`config.mk`:
```
export PLATFORM = sky130hd
export DESIGN_NAME = id_ex_stage_reg
export DESIGN_NICKNAME = d
export VERILOG_FILES = /design/src/rtl/id_ex_stage_reg.sv
export SDC_FILE = /design/constraint.sdc
export NUM_CORES = 1
export LEC_CHECK = 0
export ABC_CLOCK_PERIOD_IN_PS = 2000
export CAP_MARGIN = 20
export CORE_AREA = 2 2 126 128
export DETAILED_ROUTE_END_ITERATION = 8
export DIE_AREA = 0 0 128 130
export DONT_BUFFER_PORTS = 1
export PLACE_DENSITY = 0.6
export SYNTH_ARGS = -nofsm -noshare
export SYNTH_HDL_FRONTEND = slang
export SYNTH_SLANG_ARGS = --single-unit
export TNS_END_PERCENT = 100
```
`constraint.sdc`:
```
create_clock -name clk -period 2 [get_ports clk]
set_input_delay 0.4 -clock clk [delete_from_list [all_inputs] [get_ports clk]]
set_output_delay 0.4 -clock clk [all_outputs]
set_load 0.05 [all_outputs]
```
`src/rtl/id_ex_stage_reg.sv`:
```
// ID/EX pipeline register: control bundle, operands and instruction fields, with a saturating bubble counter.
// Optional macro ID_EX_SRC_FWD_EN adds registered source-register numbers for EX forwarding.
module id_ex_stage_reg #(
    parameter int unsigned BUB_CNT_W = 16
) (
    input  logic                 clk,
    input  logic                 rst,
    input  logic                 freeze,
    input  logic                 flush,
    input  logic                 bubble_in,
    input  logic                 wb_en_in,
    input  logic                 mem_r_en_in,
    input  logic                 mem_w_en_in,
    input  logic                 b_in,
    input  logic                 s_in,
    input  logic [3:0]           exe_cmd_in,
    input  logic [31:0]          pc_in,
    input  logic [31:0]          val_rn_in,
    input  logic [31:0]          val_rm_in,
    input  logic                 imm_in,
    input  logic [11:0]          shift_operand_in,
    input  logic [23:0]          signed_imm_24_in,
    input  logic [3:0]           dest_in,
    input  logic [3:0]           status_in,
`ifdef ID_EX_SRC_FWD_EN
    input  logic [3:0]           src1_in,
    input  logic [3:0]           src2_in,
    output logic [3:0]           src1_out,
    output logic [3:0]           src2_out,
`endif
    output logic                 wb_en_out,
    output logic                 mem_r_en_out,
    output logic                 mem_w_en_out,
    output logic                 b_out,
    output logic                 s_out,
    output logic [3:0]           exe_cmd_out,
    output logic [31:0]          pc_out,
    output logic [31:0]          val_rn_out,
    output logic [31:0]          val_rm_out,
    output logic                 imm_out,
    output logic [11:0]          shift_operand_out,
    output logic [23:0]          signed_imm_24_out,
    output logic [3:0]           dest_out,
    output logic [3:0]           status_out,
    output logic                 valid_out,
    output logic [BUB_CNT_W-1:0] bubble_count
);

    logic empty_slot;
    assign empty_slot = flush | bubble_in;

    // Control bundle: cleared on an empty slot, since a flush comes from EX independently of the ID select.
    always_ff @(posedge clk or negedge rst) begin
        if (!rst) begin
            wb_en_out    <= 1'b0;
            mem_r_en_out <= 1'b0;
            mem_w_en_out <= 1'b0;
            b_out        <= 1'b0;
            s_out        <= 1'b0;
            exe_cmd_out  <= '0;
            valid_out    <= 1'b0;
            bubble_count <= '0;
        end else if (!freeze) begin
            if (empty_slot) begin
                wb_en_out    <= 1'b0;
                mem_r_en_out <= 1'b0;
                mem_w_en_out <= 1'b0;
                b_out        <= 1'b0;
                s_out        <= 1'b0;
                exe_cmd_out  <= '0;
                valid_out    <= 1'b0;
                if (bubble_count != '1)
                    bubble_count <= bubble_count + BUB_CNT_W'(1);
            end else begin
                wb_en_out    <= wb_en_in;
                mem_r_en_out <= mem_r_en_in;
                mem_w_en_out <= mem_w_en_in;
                b_out        <= b_in;
                s_out        <= s_in;
                exe_cmd_out  <= exe_cmd_in;
                valid_out    <= 1'b1;
            end
        end
    end

    // Data fields load regardless of flush/bubble; EX ignores them when valid_out is low.
    always_ff @(posedge clk or negedge rst) begin
        if (!rst) begin
            pc_out            <= '0;
            val_rn_out        <= '0;
            val_rm_out        <= '0;
            imm_out           <= 1'b0;
            shift_operand_out <= '0;
            signed_imm_24_out <= '0;
            dest_out          <= '0;
            status_out        <= '0;
        end else if (!freeze) begin
            pc_out            <= pc_in;
            val_rn_out        <= val_rn_in;
            val_rm_out        <= val_rm_in;
            imm_out           <= imm_in;
            shift_operand_out <= shift_operand_in;
            signed_imm_24_out <= signed_imm_24_in;
            dest_out          <= dest_in;
            status_out        <= status_in;
        end
    end

`ifdef ID_EX_SRC_FWD_EN
    always_ff @(posedge clk or negedge rst) begin
        if (!rst) begin
            src1_out <= '0;
            src2_out <= '0;
        end else if (!freeze) begin
            src1_out <= src1_in;
            src2_out <= src2_in;
        end
    end
`endif

endmodule

```
### Word level (Yosys, flattened, before mapping)

Index checks and enable logic that the tools add are counted.

| storage, ports and cells | value |
|---|---|
| register bits after elaboration | 167 |
| bits of input ports | 155 |
| output and inout port bits | 167 |
| logic and storage cells | 28 |

| cells by class | value |
|---|---|
| add/subtract/negate cells | 1 |
| equal/unequal tests | 1 |
| mux-type cells | 7 |
| bitwise operators | 2 |
| reductions and logical operators | 1 |

Operator list:

| cell | count |
|---|---|
| adder 16 x 1 -> 16 bit (second input constant) | 1 |
| != test 16 bit (second input constant) | 1 |
| two-way mux 1 bit | 6 |
| two-way mux 4 bit | 1 |
| AND reduction 3 bit | 1 |
| NOT 1 bit | 1 |
| bitwise OR 1 bit | 1 |

### Longest topological paths before layout

Gate-level depths: netlist of the first run.

| depth | value |
|---|---|
| word-level depth | 2 |
| gate-level depth with buffers | 5 |
| mapped depth without buffers | 5 |

### Worst setup path before layout of the first run

No wires, ideal clock.

| timing path | value |
|---|---|
| path kind | register to register |
| start | reg bubble_count[0] |
| end | reg bubble_count[1] |
| setup time | 0.128 ns |
| arrival time | 1.983 ns |
| required time | 1.872 ns |
| slack | -0.111 ns |
| stages on the path, launching flop included | 5 |
| path buffers | 0 |
| period minus slack after synthesis | 2.111 ns |
| cell sequence | dfrtp_1 -> ha_1 -> nand4_1 -> o41ai_4 -> mux2_1 |

| on the way | value |
|---|---|
| longest elaborated chain between the ends | 2 |
| elaborated cells on any way between the ends | 3 |
| those cells by class | add/sub: 1; eq/ne: 1; reduce/logical: 1 |

RTL lines:

| what | line | text |
|---|---|---|
| start: declaration | 46 | `output logic [BUB_CNT_W-1:0] bubble_count` |
| start signal: assignment | 73 | `bubble_count <= bubble_count + BUB_CNT_W'(1);` |
| branches (longest 2 deep; another with adder 16 x 1 -> 16 bit) | - |  |

Several ways; the timed one is not identified.
A chain may end at the register's enable or synchronous reset.

### Worst setup path after layout of the first run

| timing path | value |
|---|---|
| start | reg bubble_count[0] |
| end | reg bubble_count[14] |

Same word-level chain as after synthesis.

==> results of run 1 <==
[worst max-delay path: stages, from the launching register on]
cell and delay (ns):
sky130_fd_sc_hd__dfrtp_2 0.36, sky130_fd_sc_hd__ha_1 0.20, sky130_fd_sc_hd__nand4_1 0.19, sky130_fd_sc_hd__buf_4 0.21
sky130_fd_sc_hd__nor3_2 0.47, sky130_fd_sc_hd__nor4_1 0.13, sky130_fd_sc_hd__xor2_1 0.16
[cell families after synthesis]
kind of cell,count (synthesis),share of synthesized area [%]
XOR/XNOR,14,1.93
AND/OR/NAND/NOR,32,3.56
multiplexers,142,25.1
flip-flops,167,65.6
buffers and inverters,21,1.49
AO/OA/AOI/OAI,14,2.06
adder cells (fa/ha/maj),1,0.197
[through the flow]
stage / util [%] / power [mW] / area [µm²]
2_1_floorplan: - / 5.79 / 6370
3_3_place_gp: 43.2 / 5.99 / 6660
3_5_place_dp: 43.2 / 6.03 / 6660
4_1_cts: 46.8 / 9.13 / 7220
5_1_grt: 46.8 / 9.35 / 7220
6_report: 46.8 / 8.99 / 7220
[power groups by stage]
stage,sequential (mW),combinational [mW],clock (mW)
finish,5.10,0.847,3.05
global route,5.14,0.918,3.30
CTS,5.11,0.855,3.16
detailed placement,5.17,0.855,0
global placement,5.16,0.826,0
floorplan,5.35,0.440,0
[per-layer routing]
layer | GRT usage [%] | vias to the layer above | share of wire, % | routed length, µm
met1 | 16.6 | 1705 | 36 | 4760
met3 | 7.01 | 19 | 8.7 | 1160
met4 | 7.24 | 2 | 1.8 | 246
met5 | 0 | - | 0.097 | 13
li1 | - | 1426 | - | -
met2 | 25.8 | 151 | 54 | 7160
[state kept, by name, summed over array words and instances (netlist names)]
| signal | count |
|---|---|
| status_out | 4 |
| shift_operand_out | 12 |
| b_out | 1 |
| exe_cmd_out | 4 |
| wb_en_out | 1 |
| s_out | 1 |
| mem_r_en_out | 1 |
| pc_out | 32 |
| signed_imm_24_out | 24 |
| valid_out | 1 |
| imm_out | 1 |
| dest_out | 4 |
| bubble_count | 16 |
| mem_w_en_out | 1 |
| val_rm_out | 32 |
| val_rn_out | 32 |
[final cells by class]
| class | count | area [µm²] |
|---|---|---|
| fill | 1364 | 8200 |
| sequential | 167 | 4180 |
| multi-input combinational | 203 | 2090 |
| clock buffer | 18 | 439 |
| tap | 192 | 240 |
| timing repair buffer | 18 | 135 |
| clock inverter | 14 | 116 |
| inverter | 3 | 11.3 |
| antenna | 1 | 2.50 |
[cells in the final DEF, fill, tap and decap left out, drive strengths merged, types with 2 or more instances in the layout]
cell / n
o21ai: 2
xnor2: 2
clkbuf: 18
nor4: 4
xor2: 12
mux2: 142
inv: 10
nor2: 4
nand2: 4
nor3: 7
clkinv: 4
a22o: 9
buf: 18
dfrtp: 167
clkinvlp: 3
nand3: 3
nand4: 6
[how the worst max path moves through the flow]
stage,from,endpoint,slack (ns),depth (start not counted)
floorplan,bubble_count[13],bubble_count[1],0.008,3
global placement,bubble_count[0],bubble_count[14],0.23,6
detailed placement,bubble_count[0],bubble_count[14],0.20,6
CTS,bubble_count[0],bubble_count[14],0.17,6
global route,bubble_count[0],bubble_count[14],0.08,6
finish,bubble_count[0],bubble_count[14],0.16,6
==> summary.md, run 1 <==
### Clocking
- deepest clock path buffer count: 2
- number of levels in the clock H-tree: 4
- Resized cells post-CTS: 0
- TritonCTS clock tree: built
- setup bufs post-CTS: 0
- Num CTS Buffers: 17
- Clock transition at path regs: 0.07 ns
- latest clock arrival within the worst-skew pair: 0.41 ns
- cell chosen for the clock root: sky130_fd_sc_hd__clkbuf_16
- count of clock tree sinks: 167

### Power
- leakage dissipation: 3.11 nW
- Comb pwr share: 9.4%
- worst vdd ir: 0.533 mV
- ratio of total power to cell area: 1250 nW/µm²
- switching power: 3.22 mW
- Pint: 5.77 mW
- part of the total power dissipated in sequential elements: 56.7%
- relative contribution of the clock network to total power: 33.9%
- switch share: 35.9%

### Placement
- Routability Congestion: 0.761
- HPWL reported at the end of detailed placement: 9490 µm
- pre-CTS setup slack: 0.196 ns
- total instance count after detailed placement: 583
- Buffers on Ports: 0

### Worst setup path
- Worst R2R Setup Slack: 0.16 ns
- count of cells along the worst register-to-register path: 6
- data arrival time of the critical path: 2.13 ns
- maximum fanout along the worst path: 6
- kind of end point of the critical path: register
- reg2reg start: bubble_count[0]
- Startpoint Class: register
- required arrival time at the worst endpoint: 2.28 ns
- classification of the worst setup path: register to register
- capturing point of the worst reg2reg path: bubble_count[14]

### Synthesis
- leading post-synthesis cells by cell area: sky130_fd_sc_hd__dfrtp_1 (66%), sky130_fd_sc_hd__mux2_2 (13%), sky130_fd_sc_hd__mux2_1 (12%)
- portion of the post-synthesis area used by sequential elements: 65.6%
- Most used DFF post-synth: sky130_fd_sc_hd__dfrtp_1
- post-synth top area share: 65.6%
- total nets after synthesis: 547
- mean instance size in the synthesized netlist: 16.3 µm²
- warning count from the yosys run: 0
- most used standard cells in the synthesized netlist: sky130_fd_sc_hd__dfrtp_1 (167), sky130_fd_sc_hd__mux2_2 (75), sky130_fd_sc_hd__mux2_1 (67), sky130_fd_sc_hd__xor2_1 (12), sky130_fd_sc_hd__clkbuf_1 (10)
- Synth Instances: 391
- EDFF count, synth: 0
- Netlist cell types: 27
- most frequent cell after synthesis: sky130_fd_sc_hd__dfrtp_1
- combined area of all synthesized cells: 6370 µm²
- fraction of synthesis flops using an asynchronous set or reset pin: 100%
- cell accounting for the most synthesized area: sky130_fd_sc_hd__dfrtp_1
- flops & latches, synth: 167

### Final layout
- number of cells in the finished layout apart from fillers: 616
- layout cell share with drive strength beyond 1: 32.6%
- Nets: 566
- area grow syn2layout: 13.4%

### Run status
- status: complete, but fails checks
- failing checks: negative hold slack

### Route
- average detailed-routed wire length per instance: 21.7 µm
- Antenna Nets Post-Route: 0
- first-pass detailed-route iteration total: 4
- DR iter-0 viols: 125
- total wire length after detailed routing: 13300 µm
- count of vias placed by the detailed router: 3303
- vias per cell: 5.36
- DRC violation count after routing: 0

### Floorplanning
- total core area: 15400 µm²
- Top Ports: 322
- initial standard-cell utilization of the core: 41.3%
- die width: 128 µm
- die height: 130 µm
- Cell Rows: 46
- Die Footprint: 16600 µm²

### Timing
- Highest Clock Rate: 0.543 GHz
- number of pins with negative max-slew slack in the final report: 0
- setup slack of the critical path after layout: 0.158 ns
- final-report setup violation count: 0
- RSZ-0062 raised after global routing: no
- slew at the pin with the worst max-slew slack: 0.615 ns
- Final Cycle Share: 92.1%
- setup TNS after final layout: 0 ns
- final hold slack: -0.322 ns
- final critical-path required period: 1.84 ns
- worst rel slew slack: 58.8%
- Final Hold Violating Endpoints: 167
- Final Skew: 0.00808 ns

### GRT
- first-pass GRT wire length: 19300 µm
- GRT Util Overall: 15.3%
- leftover overflow at the end of global routing: 0
- largest net degree at the start of global routing: 168
- number of antenna violations at the first check in global routing: 2
- number of global-route vias before repair: 3474

### Min path
- worst hold-check path type: input port to async pin

### Job
- total of max-cap violations: 0

(Power assumes the default switching activity.)
==> run 2, diff against run 1 <==
CORE_AREA = unset   (was 2 2 126 128)
CORE_MARGIN = 2   (was unset)
CORE_UTILIZATION = 41   (was unset)
DIE_AREA = unset   (was 0 0 128 130)
PLACE_DENSITY = 0.59   (was 0.6)
SETUP_SLACK_MARGIN = 0.3   (was unset)
==> run 2 against run 1 <==
The flow still finishes with violations (negative hold slack). First-iteration DRC count down 16%. Critical path type unchanged. Worst setup slack improved by 0.14 ns. Die area decreased by 0.61%. Design area is 2.5% higher. Flip-flop and latch count is the same. Critical path depth grew 1. Utilization increased by 1.9 points.
==> summary.md, run 2 (synthesized netlist as in run 1, its figures left out) <==
### GRT
- largest net degree at the start of global routing: 168, unchanged
- number of global-route vias before repair: 3620, was 3474
- first-pass GRT wire length: 21000 µm, was 19300 µm
- leftover overflow at the end of global routing: 0, unchanged
- GRT Util Overall: 16.8%, was 15.3%
- number of antenna violations at the first check in global routing: 0, was 2

### Power
- ratio of total power to cell area: 1250 nW/µm², about the same
- leakage dissipation: 3.20 nW, was 3.11 nW
- worst vdd ir: 0.548 mV, was 0.533 mV

### Worst setup path
- most common cell type on the critical path: sky130_fd_sc_hd__buf_4
- classification of the worst setup path: register to register, unchanged
- ordered list of cells on the worst path: ha_4 > nand4_1 > buf_4 > nor3_4 > buf_4 > nor4_1 > xor2_1, was ha_1 > nand4_1 > buf_4 > nor3_2 > nor4_1 > xor2_1
- required arrival time at the worst endpoint: 2.33 ns, was 2.28 ns
- kind of end point of the critical path: register, unchanged
- data arrival time of the critical path: 2.03 ns, was 2.13 ns
- largest stage delay on the critical path: 0.45 ns, was 0.47 ns
- cell with the largest stage delay on the worst path: sky130_fd_sc_hd__dfrtp_2, was sky130_fd_sc_hd__nor3_2
- Startpoint Class: register, unchanged
- maximum fanout along the worst path: 5, was 6

### Placement
- HPWL reported at the end of detailed placement: 9930 µm, was 9490 µm
- Routability Congestion: 0.803, was 0.761
- area after detailed placement: 6690 µm², was 6660 µm²
- total instance count after detailed placement: 579, was 583
- pre-CTS setup slack: 0.126 ns, was 0.196 ns
- Buffers on Ports: 0, unchanged

### Final layout
- top flop regs: pc_out (32), val_rm_out (32), val_rn_out (32), unchanged
- Non-Filler Cell Area, Final: 7400 µm², was 7220 µm²
- area grow syn2layout: 16.3%, was 13.4%
- layout cell share with drive strength beyond 1: 38.2%, was 32.6%
- Nets: 580, was 566
- most used cells in the layout excluding fill and tap cells: sky130_fd_sc_hd__dfrtp_1 (151), sky130_fd_sc_hd__mux2_2 (75), sky130_fd_sc_hd__mux2_1 (67), was sky130_fd_sc_hd__dfrtp_1 (163), sky130_fd_sc_hd__mux2_2 (75), sky130_fd_sc_hd__mux2_1 (67)
- number of cells in the finished layout apart from fillers: 626, was 616
- leading cell type in the layout, fill and taps excluded: sky130_fd_sc_hd__dfrtp_1, unchanged

### Floorplanning
- Cell Rows: 45, was 46
- initial standard-cell utilization of the core: 41.9%, was 41.3%
- die height: 129 µm, was 130 µm
- total core area: 15200 µm², was 15400 µm²
- die width: 129 µm, was 128 µm
- Top Ports: 322, unchanged
- Die Footprint: 16500 µm², was 16600 µm²

### Timing
- Highest Clock Rate: 0.588 GHz, was 0.543 GHz
- Final Hold Violating Endpoints: 167, unchanged
- worst rel slew slack: 63.7%, was 58.8%
- number of pins with negative max-slew slack in the final report: 0, unchanged
- Final Cycle Share: 85.0%, was 92.1%
- slew at the pin with the worst max-slew slack: 0.545 ns, was 0.615 ns
- setup TNS after final layout: 0 ns, unchanged
- final critical-path required period: 1.70 ns, was 1.84 ns
- final hold slack: -0.326 ns, was -0.322 ns
- final-report setup violation count: 0, unchanged
- setup slack of the critical path after layout: 0.300 ns, was 0.158 ns
- RSZ-0062 raised after global routing: yes, was no
- Final Skew: 0.00325 ns, was 0.00808 ns

### Route
- DRC violation count after routing: 0, unchanged
- total wire length after detailed routing: 14100 µm, was 13300 µm
- vias per cell: 5.40, was 5.36
- average detailed-routed wire length per instance: 22.5 µm, was 21.7 µm
- count of vias placed by the detailed router: 3379, was 3303
- Antenna Nets Post-Route: 0, unchanged
- first-pass detailed-route iteration total: 4, unchanged
- DR iter-0 viols: 105, was 125

### Clocking
- latest clock arrival within the worst-skew pair: 0.41 ns, about the same
- Num CTS Buffers: 17, unchanged
- Clock transition at path regs: 0.07 ns, about the same
- deepest clock path buffer count: 2, unchanged
- cell chosen for the clock root: sky130_fd_sc_hd__clkbuf_16, unchanged
- TritonCTS clock tree: built, unchanged
- number of levels in the clock H-tree: 4, unchanged
- count of clock tree sinks: 167, unchanged

### Run status
- failing checks: negative hold slack, unchanged
- status: complete, but fails checks, unchanged

### Min path
- worst hold-check path type: input port to async pin, unchanged

### Job
- total of max-cap violations: 0, unchanged

-- run 2: final cells by class --
cell class | instances | area [µm²]
sequential | 167 | 4200
fill | 1300 | 7800
multi-input combinational | 203 | 2130
antenna | 1 | 2.50
timing repair buffer | 32 | 240
clock buffer | 19 | 453
tap | 188 | 235
clock inverter | 13 | 138
inverter | 3 | 11.3
-- run 2: worst paths after layout --
path                            startpoint          endpoint  slack [ns]  cells after the start
setup / recovery           bubble_count[1]  bubble_count[14]        0.30                      7
hold / removal                         rst    val_rm_out[16]       -0.33                      0
setup reg to reg           bubble_count[1]  bubble_count[14]        0.30                      7
hold reg to reg            bubble_count[3]   bubble_count[3]        0.50                      1
max in group asynchronous              rst   bubble_count[6]        1.93                      0
min in group clk             val_rm_in[18]    val_rm_out[18]        0.11                      1
-- run 2: worst max-delay path, delay by kind of cell (launching register included) --
family / cells / cell delay, ns
AND/OR/NAND/NOR: 3 / 0.49
buffers and inverters: 2 / 0.32
adder cells (fa/ha/maj): 1 / 0.18
flip-flops: 1 / 0.45
XOR/XNOR: 1 / 0.18
-- run 2: metrics by stage --
stage          total power [mW]  hold WS [ns]  util, %
6_report                   9.29        -0.326     48.7
5_1_grt                    9.66        -0.355     48.7
4_1_cts                    9.33        -0.350     48.0
3_5_place_dp               6.08         0.107     44.0
3_3_place_gp               6.03         0.107     44.0
2_1_floorplan              5.82         0.104        -
-- run 2: layer usage --
metal,part of all wire (%),track usage [%]
met5,0,0
met4,1.8,6.46
met3,8.0,6.86
met2,53,27.9
met1,37,19.6
-- run 2: report_power, final --
part	total, mW	internal [mW]	switching (mW)
registers	5.14	3.74	1.40
logic	0.924	0.445	0.479
clock network	3.22	1.82	1.40
-- run 2: repair_timing --
item	CTS	global route
gates resized for setup	1	3
buffers inserted	3	11
cloned	0	0
setup endpoints to repair	12	14
pin swaps	1	4
hold endpoints to repair	167	167
